===== src/rtl/multicycle_controller.sv =====
// Multicycle RV32I sequencing FSM: drives datapath selects/enables across fetch..writeback.
// Optional MC_SLT_EN macro enables slt decode (funct3 010 -> ALUControl 101).
module multicycle_controller (
    input  logic       clk,
    input  logic       rst,
    input  logic [6:0] op,
    input  logic [2:0] funct3,
    input  logic [6:0] funct7,
    input  logic       zero,
    input  logic       mem_ready,
    output logic       PCWrite,
    output logic       AdrSrc,
    output logic       MemWrite,
    output logic       IRWrite,
    output logic       RegWrite,
    output logic [1:0] ResultSrc,
    output logic [1:0] ALUSrcA,
    output logic [1:0] ALUSrcB,
    output logic [1:0] ImmSrc,
    output logic [2:0] ALUControl,
    output logic       instr_done,
    output logic       illegal,
    output logic [3:0] state
);

    typedef enum logic [3:0] {
        StFetch    = 4'd0,
        StDecode   = 4'd1,
        StMemAdr   = 4'd2,
        StMemRead  = 4'd3,
        StMemWb    = 4'd4,
        StMemWrite = 4'd5,
        StExecR    = 4'd6,
        StAluWb    = 4'd7,
        StExecI    = 4'd8,
        StJal      = 4'd9,
        StBeq      = 4'd10,
        StError    = 4'd11
    } state_t;

    state_t     state_q, state_d;
    logic       pc_update, branch, mem_write, ir_write, reg_write, done;
    logic [1:0] alu_op;
    logic       unused_funct7;

    assign unused_funct7 = ^{funct7[6], funct7[4:0]};

    always_ff @(posedge clk or posedge rst) begin
        if (rst) state_q <= StFetch;
        else     state_q <= state_d;
    end

    always_comb begin
        state_d   = state_q;
        pc_update = 1'b0;
        branch    = 1'b0;
        mem_write = 1'b0;
        ir_write  = 1'b0;
        reg_write = 1'b0;
        done      = 1'b0;
        alu_op    = 2'b00;
        AdrSrc    = 1'b0;
        ResultSrc = 2'b00;
        ALUSrcA   = 2'b00;
        ALUSrcB   = 2'b00;
        unique case (state_q)
            StFetch: begin
                ResultSrc = 2'b10;
                ALUSrcB   = 2'b10;
                ir_write  = mem_ready;
                pc_update = mem_ready;
                if (mem_ready) state_d = StDecode;
            end
            StDecode: begin
                ALUSrcA = 2'b01;
                ALUSrcB = 2'b01;
                case (op)
                    7'b0000011, 7'b0100011: state_d = StMemAdr;
                    7'b0110011:             state_d = StExecR;
                    7'b0010011:             state_d = StExecI;
                    7'b1100011:             state_d = StBeq;
                    7'b1101111:             state_d = StJal;
                    default:                state_d = StError;
                endcase
            end
            StMemAdr: begin
                ALUSrcA = 2'b10;
                ALUSrcB = 2'b01;
                state_d = (op == 7'b0000011) ? StMemRead : StMemWrite;
            end
            StMemRead: begin
                AdrSrc = 1'b1;
                if (mem_ready) state_d = StMemWb;
            end
            StMemWb: begin
                ResultSrc = 2'b01;
                reg_write = 1'b1;
                done      = 1'b1;
                state_d   = StFetch;
            end
            StMemWrite: begin
                AdrSrc    = 1'b1;
                mem_write = 1'b1;
                done      = mem_ready;
                if (mem_ready) state_d = StFetch;
            end
            StExecR: begin
                ALUSrcA = 2'b10;
                alu_op  = 2'b10;
                state_d = StAluWb;
            end
            StExecI: begin
                ALUSrcA = 2'b10;
                ALUSrcB = 2'b01;
                alu_op  = 2'b10;
                state_d = StAluWb;
            end
            StAluWb: begin
                reg_write = 1'b1;
                done      = 1'b1;
                state_d   = StFetch;
            end
            StJal: begin
                ALUSrcA   = 2'b01;
                ALUSrcB   = 2'b10;
                pc_update = 1'b1;
                state_d   = StAluWb;
            end
            StBeq: begin
                ALUSrcA = 2'b10;
                alu_op  = 2'b01;
                branch  = 1'b1;
                done    = 1'b1;
                state_d = StFetch;
            end
            StError: state_d = StError;
            default: state_d = StFetch;
        endcase
    end

    // Write enables are held off for the whole reset window, not just from the next edge.
    assign PCWrite    = ~rst & (pc_update | (branch & zero));
    assign MemWrite   = ~rst & mem_write;
    assign IRWrite    = ~rst & ir_write;
    assign RegWrite   = ~rst & reg_write;
    assign instr_done = ~rst & done;
    assign illegal    = (state_q == StError);
    assign state      = state_q;

    always_comb begin
        case (op)
            7'b0100011: ImmSrc = 2'b01;
            7'b1100011: ImmSrc = 2'b10;
            7'b1101111: ImmSrc = 2'b11;
            default:    ImmSrc = 2'b00;
        endcase
    end

    always_comb begin
        ALUControl = 3'b000;
        case (alu_op)
            2'b01: ALUControl = 3'b001;
            2'b10: begin
                case (funct3)
                    3'b000:  ALUControl = (op[5] & funct7[5]) ? 3'b001 : 3'b000;
`ifdef MC_SLT_EN
                    3'b010:  ALUControl = 3'b101;
`endif
                    3'b110:  ALUControl = 3'b011;
                    3'b111:  ALUControl = 3'b010;
                    default: ALUControl = 3'b000;
                endcase
            end
            default: ALUControl = 3'b000;
        endcase
    end

endmodule


===== config.mk =====
export PLATFORM = sky130hd
export DESIGN_NAME = multicycle_controller
export DESIGN_NICKNAME = d
export VERILOG_FILES = /design/src/rtl/multicycle_controller.sv
export SDC_FILE = /design/constraint.sdc
export NUM_CORES = 1
export LEC_CHECK = 0
export BUFFER_PORTS_ARGS = -buffer_cell sky130_fd_sc_hd__buf_2
export CORE_MARGIN = 1.5
export CORE_UTILIZATION = 30
export CTS_BUF_LIST = sky130_fd_sc_hd__clkbuf_8
export DETAILED_ROUTE_END_ITERATION = 6
export GPL_TIMING_DRIVEN = 0
export REMOVE_ABC_BUFFERS = 1
export SKIP_CTS_REPAIR_TIMING = 1
export SLEW_MARGIN = 20
export SYNTH_ARGS = -nofsm -noshare
export SYNTH_HDL_FRONTEND = slang
export SYNTH_SLANG_ARGS = --single-unit

===== constraint.sdc =====
create_clock -name clk -period 4.8 [get_ports clk]
set_clock_uncertainty 0.05 [all_clocks]
set_input_delay 0.72 -clock clk [delete_from_list [all_inputs] [get_ports clk]]
set_output_delay 0.72 -clock clk [all_outputs]
set_load 0.03 [all_outputs]

* Word level (Yosys, flattened, before mapping)
Index checks and enable logic that the tools add are counted.
Word-level totals: register bits 4, input port bits 21, output and inout port bits 22
Cells by class: eq/ne operators 24, mux-type cells 21, bitwise logic cells 9, reductions and logical operators 13
Operators by type and width (number):
- one-hot mux 4 bit (7 select lines) | 1
- one-hot mux 2 bit (2 select lines) | 5
- one-hot mux 4 bit (5 select lines) | 1
- equality test 4 x 3 -> 1 bit, second input constant | 4
- equality test 4 bit, second input constant | 4
- equality test 7 x 6 -> 1 bit, second input constant | 2
- equality test 7 bit, second input constant | 2
- two-way mux 4 bit | 3
- one-hot mux 2 bit (3 select lines) | 2
- OR reduction 2 bit | 6
- OR reduction 3 bit | 3
- equality test 4 x 2 -> 1 bit, second input constant | 2
- bitwise AND 1 bit | 7
- equality test 7 x 2 -> 1 bit, second input constant | 1
- equality test 7 x 5 -> 1 bit, second input constant | 1
- equality test 3 bit, second input constant | 2
- two-way mux 1 bit | 6
- != test 2 bit, second input constant | 3
- equality test 4 x 1 -> 1 bit, second input constant | 1
- zero test 4 bit | 1
- one-hot mux 1 bit (2 select lines) | 2
- OR reduction 4 bit | 1
- zero test 3 bit | 1
- two-way mux 3 bit | 1
- other kinds (5) | 5

* Depth between registers and ports, before layout
word-level depth 5, gate-level depth with buffers 7

* Least setup slack after synthesis
OpenSTA, ideal clock, no wires.
path kind reg2out, from register state_q[1] (netlist: state[1]), to output PCWrite, data arrival time 2.358 ns, slack 1.672 ns, stages on the path, launching flop included 4, buffers on the path 0, cell sequence dfrtp_1 nor4_1 and3_1 a31o_2
On the way: word-level cells in the longest chain between the ends 5, elaborated cells between the ends (all ways) 8, those cells by class eq/ne: 2; mux: 2; bitwise: 3; reduce/logical: 1
RTL lines:
- start, declared | RTL line 41 | state_t state_q, state_d;
- start signal, assigned | RTL line 49 | if (rst) state_q <= StFetch;
- start signal, assigned | RTL line 50 | else state_q <= state_d;
- equality test 4 bit | RTL line 66 | unique case (state_q)
- two-way mux 1 bit | RTL line 66
- bitwise AND 1 bit | RTL line 142 | assign PCWrite = ~rst & (pc_update | (branch & zero));
- OR 1 bit (*) | RTL line 142
- bitwise AND 1 bit (*) | RTL line 142
- end, declared | RTL line 11 | output logic PCWrite,
Every way passes the cells marked *; elsewhere a longest branch is shown, timed or not.

* Worst setup path after layout
from register state_q[3] (netlist: state[3]), to output ALUControl[1]
On the way: word-level cells in the longest chain between the ends 5, elaborated cells between the ends (all ways) 8, those cells by class eq/ne: 5; mux: 2; reduce/logical: 1
RTL lines:
- equality test 4 bit or equality test 4 x 3 -> 1 bit (tied branches) | RTL line 66
- OR reduction 2 bit (no source line)
- one-hot mux 2 bit (2 select lines) (*) | RTL line 66
- equality test 2 bit or equality test 2 x 1 -> 1 bit (tied branches) | RTL line 161 | case (alu_op)
- one-hot mux 2 bit (2 select lines) (*) | RTL line 161
- end, declared | RTL line 20 | output logic [2:0] ALUControl,
Marked as above.

==> run metrics <==
DP Wirelength=1.35 mm; Slew Viols, Final=0; Layout fillers=248; Main synth FF type=dfrtp_1; Clock Tree Buf Depth=2; Yosys warnings=0; sequential share of the synthesized area=0.148; run status=finished, final reports clean; worst reg-to-reg path cell count=3; CTS tree=done; CP max FO=16; clk sinks=4; Worst setup EP type=output pin; initial antenna violation count=0; Avg WL per Cell=11.1 um; clk root buf=clkbuf_8; worst setup margin=1.71 ns; RSZ-0062 raised after global routing=no; critical path launch point type=flip-flop; antenna diode count=0; TritonCTS buffer count=3; DRC marker count from the first detailed-route iteration=12; CP max stage delay=0.58 ns; minimum clock period=3.09 ns; Data required, critical path=4.03 ns; Peak Freq=0.324 GHz; grt total ovfl=0; PwrDens=642 mW/mm^2; Peak VDD IR=0.000331 V; Die H=50.5 um; Synth cell types=38; most frequent cells in the layout=buf_2 (35), nand2_1 (10), a21oi_1 (9), o21ai_0 (9), nor2_1 (8); Reg-to-Reg End=state[2]$_DFFE_PP0P_; core area=0.00217 mm^2; Static Leak=0.436 nW; PortBufs=35; Clock Latency Late Sink=0.22 ns; initial core utilization=0.313; DRC Markers=0; vias in the first global route=667; layout cells sized above 1=0.354; Post-Syn Instances=98; final setup vio count=0; max-cap violation count=0; Final ANT Viol Nets=0; Area Overhead vs Synth=31.5%; crit-path cells=or2b_2, or2_2, a21oi_1, ha_1, nor3b_1, buf_2; Hold Fails Final Rpt=0; Reg2Reg Setup Slack=3.11 ns; site row count=17; critical path type=reg -> out; number of flip-flops in the largest register=4; DP Worst Slack=1.96 ns; Slowest-stage cell, CP=dfrtp_1; largest net degree at the start of global routing=22; clk slew on worst S/H paths=0.03 ns; setup TNS=0 ns; total iterations of the first detailed-routing run=4; first-pass GRT wire length=2.80 mm; Yosys reg bits=4; Post-synth EDFFs=0; cell family with most CP delay=simple AND/OR/NAND/NOR gates; Synth async-reset ratio=1.00; die area=0.00255 mm^2; Critical R2R Launch=state[0]$_DFFE_PP0P_; CP bufs+invs=1; Post-Syn Area=678 um^2; commonest non-fill, non-tap cell in the layout=buf_2; Period Utilization, post-route=0.643; htree depth=1; Vias=793; Final GP Congestion=0.771; Slew headroom=0.645; final net count=155; Via density=5.02; Die W=50.5 um; Ports=43; min-delay worst type=in -> async; total track usage=0.141; Least-Margin Pin Slew=0.532 ns; Syn Area/Cell=6.92 um^2; Worst EP arrival=2.32 ns; final WL=1.76 mm
## routing by layer
metal  up-vias  wire (um)  track usage
met2        31        818        0.246
met1       343        797        0.174
met5         -          0            0
met4         0         21       0.0541
met3         2        119       0.0208
li1        417          -            -
## synthesized netlist by cell type (2+ instances only)
| library cell | count | share of area |
|---|---|---|
| nand2_1 | 10 | 0.055 |
| a21oi_1 | 9 | 0.066 |
| o21ai_0 | 9 | 0.066 |
| nor2_1 | 8 | 0.044 |
| inv_1 | 7 | 0.039 |
| nor2b_1 | 5 | 0.046 |
| dfrtp_1 | 4 | 0.15 |
| a31oi_1 | 3 | 0.028 |
| clkbuf_1 | 3 | 0.017 |
| nand2b_1 | 3 | 0.028 |
| nor4_1 | 3 | 0.028 |
| a31o_2 | 2 | 0.026 |
| and3_1 | 2 | 0.018 |
| buf_4 | 2 | 0.022 |
| ha_1 | 2 | 0.037 |
| nor3_1 | 2 | 0.015 |
| nor3b_1 | 2 | 0.022 |
| xnor2_1 | 2 | 0.026 |
## power breakdown
| group | internal, mW | leakage (nW) | switching, mW | total [mW] |
|---|---|---|---|---|
| Combinational | 0.142 | 0.365 | 0.244 | 0.386 |
| Sequential | 0.0493 | 0.0496 | 0.0650 | 0.114 |
| Clock | 0.0536 | 0.0216 | 0.0188 | 0.0724 |
## cell families (layout without fill, tap and decap cells)
group                    count (synthesis)  in the layout  share of synthesized area
AND/OR/NAND/NOR                         45             45                      0.406
AO/OA/AOI/OAI                           31             31                      0.284
flip-flops                               4              4                      0.148
other                                    1              1                    0.00553
XOR/XNOR                                 2              2                     0.0258
adder cells (fa/ha/maj)                  2              2                     0.0369
buffers and inverters                   13             45                     0.0941
## how the worst max path moves through the flow
stage                                    start             to  slack, ns  cells past startpoint
after floorplan           state[0]$_DFFE_PP0P_        PCWrite       1.54                      3
after global placement    state[3]$_DFFE_PP0P_  ALUControl[1]       1.94                      6
after detailed placement  state[3]$_DFFE_PP0P_  ALUControl[1]       1.96                      6
after CTS                 state[3]$_DFFE_PP0P_  ALUControl[1]       1.71                      6
after global routing      state[3]$_DFFE_PP0P_  ALUControl[1]       1.57                      6
final                     state[3]$_DFFE_PP0P_  ALUControl[1]       1.71                      6
## through the flow
step	instance area (um^2)	util	hold WS [ns]	power, mW	instances
after floorplan	641	-	0.450	0.394	92
after global placement	851	0.392	0.607	0.501	155
after detailed placement	851	0.392	0.614	0.502	155
after CTS	892	0.411	0.381	0.576	158
after global routing	892	0.411	0.407	0.622	158
final	892	0.411	0.377	0.573	158
## area by class of cell
class	instances	area (um^2)	share of cell area
multi-input combinational	81	514	0.576
timing repair buffer	35	175	0.196
sequential	4	100	0.112
clock buffer	3	41.3	0.0463
tap	28	35.0	0.0393
inverter	7	26.3	0.0295
(Power assumes the default switching activity.)
